`config.mk`:
```
export PLATFORM = sky130hd
export DESIGN_NAME = dco_matrix_decoder
export DESIGN_NICKNAME = d
export VERILOG_FILES = /design/src/rtl/dco_matrix_pkg.sv /design/src/rtl/therm16_enc.sv /design/src/rtl/dco_matrix_decoder.sv
export SDC_FILE = /design/constraint.sdc
export NUM_CORES = 1
export LEC_CHECK = 0
export ABC_AREA = 1
export BUFFER_PORTS_ARGS = -buffer_cell sky130_fd_sc_hd__buf_4
export CAP_MARGIN = 30
export CORE_ASPECT_RATIO = 0.6
export CORE_MARGIN = 1.5
export CORE_UTILIZATION = 24
export CTS_BUF_LIST = sky130_fd_sc_hd__clkbuf_2 sky130_fd_sc_hd__clkbuf_4 sky130_fd_sc_hd__clkbuf_8
export DETAILED_ROUTE_END_ITERATION = 10
export SLEW_MARGIN = 15
export SYNTH_ARGS = -nofsm -noshare
export SYNTH_HDL_FRONTEND = slang
export SYNTH_SLANG_ARGS = --single-unit
export TNS_END_PERCENT = 100
```
`constraint.sdc`:
```
create_clock -name clk -period 2.3 [get_ports clk]
set_input_delay 0.115 -clock clk [delete_from_list [all_inputs] [get_ports clk]]
set_output_delay 0.115 -clock clk [all_outputs]
set_load 0.02 [all_outputs]
```
`src/rtl/dco_matrix_pkg.sv`:
```
// Shared constants and types for the DCO matrix decoder: field layout of the
// 64-bit control word and the 16-bit thermometer type.
package dco_matrix_pkg;
  localparam int N_ROWS = 16;
  localparam int N_COLS = 16;
  localparam int CODE_W = 8;

  localparam int ROW_P_LSB   = 48;
  localparam int ROW_N_LSB   = 32;
  localparam int COL_ON_LSB  = 16;
  localparam int COL_OFF_LSB = 0;

  typedef logic [15:0] therm16_t;

  // decode(0): only column 0 enabled, no rows lit
  localparam logic [63:0] MTRX_RST = 64'h0000_0000_0001_FFFE;

  function automatic therm16_t bitrev16(input therm16_t v);
    therm16_t r;
    for (int k = 0; k < 16; k++) r[k] = v[15-k];
    return r;
  endfunction
endpackage

```
`src/rtl/therm16_enc.sv`:
```
// 4-bit to 16-bit thermometer encoder. INCL=1 lights value+1 cells so a
// column index always enables at least column 0.
module therm16_enc
  import dco_matrix_pkg::*;
#(
  parameter bit INCL = 1'b0
) (
  input  logic [3:0] val_i,
  output therm16_t   low_o,
  output therm16_t   top_o
);
  logic [4:0] ones;
  assign ones = {1'b0, val_i} + {4'b0, INCL};

  for (genvar k = 0; k < 16; k++) begin : g_bit
    assign low_o[k] = (5'(k) < ones);
  end

  assign top_o = bitrev16(low_o);
endmodule

```
`src/rtl/dco_matrix_decoder.sv`:
```
// Registered 8-bit code to 16x16 snake-order DCO matrix decoder. Even columns
// fill rows bottom-up on row_p, odd columns fill top-down on row_n.
module dco_matrix_decoder
  import dco_matrix_pkg::*;
(
  input  logic        clk,
  input  logic        rst,
  input  logic [7:0]  s_mtrx,
  output logic [63:0] mtrx_thrm
);
  logic [3:0]  col_idx, row_cnt;
  therm16_t    row_low, row_top, col_on, col_rev;
  therm16_t    row_p, row_n;
  logic [63:0] mtrx_d, mtrx_q;

  assign col_idx = s_mtrx[7:4];
  assign row_cnt = s_mtrx[3:0];

  therm16_enc #(.INCL(1'b0)) u_row_enc (
    .val_i (row_cnt),
    .low_o (row_low),
    .top_o (row_top)
  );

  therm16_enc #(.INCL(1'b1)) u_col_enc (
    .val_i (col_idx),
    .low_o (col_on),
    .top_o (col_rev)
  );

  // The column encoder's reversed output is not needed for decode; it must
  // still mirror col_on, which guards the shared encoder's reversal path.
  always_comb assert (col_rev == bitrev16(col_on));

  always_comb begin
    row_p = col_idx[0] ? '0      : row_low;
    row_n = col_idx[0] ? row_top : '0;
    mtrx_d = '0;
    mtrx_d[ROW_P_LSB   +: N_ROWS] = row_p;
    mtrx_d[ROW_N_LSB   +: N_ROWS] = row_n;
    mtrx_d[COL_ON_LSB  +: N_COLS] = col_on;
    mtrx_d[COL_OFF_LSB +: N_COLS] = ~col_on;
  end

  always_ff @(posedge clk or posedge rst) begin
    if (rst) mtrx_q <= MTRX_RST;
    else     mtrx_q <= mtrx_d;
  end

  assign mtrx_thrm = mtrx_q;
endmodule

```
==> out/results.tsv <==
metric	value	unit
htree_levels	3	
path_cells	buf_4 > ha_1 > nand3_4 > nand3_2 > o21ai_1 > inv_1	
ys_ff_latch	62	
finalMaxSlewViolations	0	
synth_top_cell_by_area	dfrtp_1	
synthTopCellsByArea	dfrtp_1 (52%), dfstp_2 (19%), inv_1 (3.8%)	
syn_area	2200	µm²
synth_warnings	0	
endpoint_kind	flop	
grt_start_max_net_pins	37	
worstPathArrival	1380	ps
stdcell_count	377	
critPathSlowestCell	nand3_2	
setup-violations-final	0	
worst_pin_slew	735	ps
drtIter0Drc	52	
first_pass_iters	4	
grt_util_met2	13.3	%
nFillCells	877	
drive_above_1_share	46.8	%
drtAntennaViolNets	0	
numPortBuffers	71	
gr-usage-met3	7.12	%
vias_per_cell	4.00	
core_area	8690	µm²
clk_path_buf_depth	2	
synth-compound-area-share	4.95	%
critPathLaunchType	primary input	
slew_headroom	50.9	%
path_max_fanout	17	
setup_tns	0	ps
place.gp.congestion	0.776	
status	finished, final reports clean	
power_per_cell_area	803	nW/µm²
post-route-min-period	1160	ps
clk_pin_slew	60	ps
drc	0	
syn_inst	183	
placed_cell_area	2850	µm²
gr-usage-all-layers	11.6	%
maxCapViolations	0	
antenna_found_initial	0	
area_delta_synth_final	37.6	%
wire_per_inst	13.5	µm
nNetsFinal	272	
yosys.area.top_type_share	52.4	%
grtUsageMet1	15.8	%
hold_viol	0	
setup_ws	1140	ps
dieArea	9760	µm²
fin_crit_sh	50.4	%
synthXorXnorAreaFrac	0	%
ys_types	26	
grt.busiest_layer	met1	
grt_pass1_vias	1522	
cts_tree	built	
fin_hold_ws	68.0	ps
synth_top_family_by_area	simple AND/OR/NAND/NOR gates	
worstSetupPathType	in2reg	
fp-row-count	26	
die_y	77.1	µm
dp_cells	361	
ys_seq_area_share	71.5	%
largest_reg_flops	62	
synthMuxAreaShare	0	%
design_area	3020	µm²
start_util	25.3	%
slowest_delay	340	ps
grt_first_pass_wirelength	8.20	mm
overflow	0	
rsz0062_at_grt	false	
peakVddDrop	0.000241	V
antenna_cells	0	
dp_hpwl	3.81	mm
totalWireLength	5.08	mm
cts_sinks	62	
required	2520	ps
cts_buffers	9	
synth-simple-area-share	16.1	%
p_leak	1.53	nW
preCtsSetupSlack	783	ps
fmax	0.863	GHz
fp.dieW	127	µm
min_path_type	in2reg	
num_vias	1509	
synth_fa_ha_area_share	0.569	%
clockRootBuffer	clkbuf_8	
ios	74	
synth.avg_cell_area	12.0	µm²
==> cell usage after synthesis (all sizes together) <==
library cell  count
dfrtp            46
inv              26
nand2            24
nor2             23
a21oi            16
dfstp            16
nand3             8
buf               7
nor3              7
o21ai             5
nand4             2
conb              1
ha                1
nand3b            1
==> final timing paths <==
kind / to / slack, ps / cells past startpoint / from
max: mtrx_thrm[29] / 1140 / 6 / s_mtrx[4]
max in group asynchronous: mtrx_thrm[9] / 1150 / 4 / rst
min: mtrx_thrm[15] / 70 / 2 / s_mtrx[7]
min in group asynchronous: mtrx_thrm[33] / 470 / 3 / rst
==> metrics by stage <==
| stage | total power, mW | utilization [%] |
|---|---|---|
| final | 2.43 | 34.8 |
| after global routing | 2.55 | 34.8 |
| after CTS | 2.47 | 34.8 |
| after detailed placement | 1.63 | 32.8 |
| after global placement | 1.63 | 32.8 |
| after floorplan | 1.46 | - |
==> cells by family (layout without fill, tap and decap cells) <==
| family | after synthesis | in the layout |
|---|---|---|
| other | 1 | 2 |
| adders and majority gates | 1 | 1 |
| buffers and inverters | 33 | 114 |
| DFF | 62 | 62 |
| AOI/OAI and AO/OA | 21 | 21 |
| and+or+nand+nor | 65 | 65 |
==> layout make-up <==
type / count / area (µm²) / area share (%)
Sequential cell: 62 / 1570 / 52.0
Multi-Input combinational cell: 89 / 483 / 16.0
Timing Repair Buffer: 73 / 563 / 18.6
Clock buffer: 15 / 169 / 5.59
Inverter: 26 / 97.6 / 3.23
Tap cell: 112 / 140 / 4.63
==> power by group <==
| part | internal (mW) | switching, mW |
|---|---|---|
| logic | 0.144 | 0.259 |
| clock network | 0.458 | 0.362 |
| registers | 1.18 | 0.0238 |
| total | 1.78 | 0.644 |
==> per-layer routing <==
layer / up-vias / wire length [µm]
met5: - / 0
met4: 0 / 135
met3: 12 / 625
met2: 62 / 1820
met1: 717 / 2500
li1: 718 / -
==> repair_timing <==
item,4_1_cts,5_1_grt
hold buffers,1,0
hold endpoints to repair,21,0
setup buffers,0,0
gates resized for setup,0,0
==> placed cells by master (no fill, tap or decap) <==
master,instances
ha_1,1
nand2_1,21
dlygate4sd3_1,1
dfstp_2,16
nand3_1,4
o21ai_0,2
o21ai_1,2
nand3b_1,1
clkbuf_8,9
nor3_2,1
nor2_1,16
a21oi_1,16
nor2_2,3
o21ai_2,1
nand3_4,1
inv_2,5
nand2_2,2
clkbuf_4,6
buf_12,1
buf_4,71
nor3_1,6
inv_1,21
nand4_1,2
conb_1,2
nand2_4,1
nor2_4,4
nand3_2,3
dfrtp_1,46
==> worst max-delay path: cells and delay by family <==
family | cells | cell delay (ps)
buf+inv | 2 | 240
simple gates | 2 | 500
fa+ha+maj | 1 | 280
compound gates | 1 | 250
(Power assumes the default switching activity.)
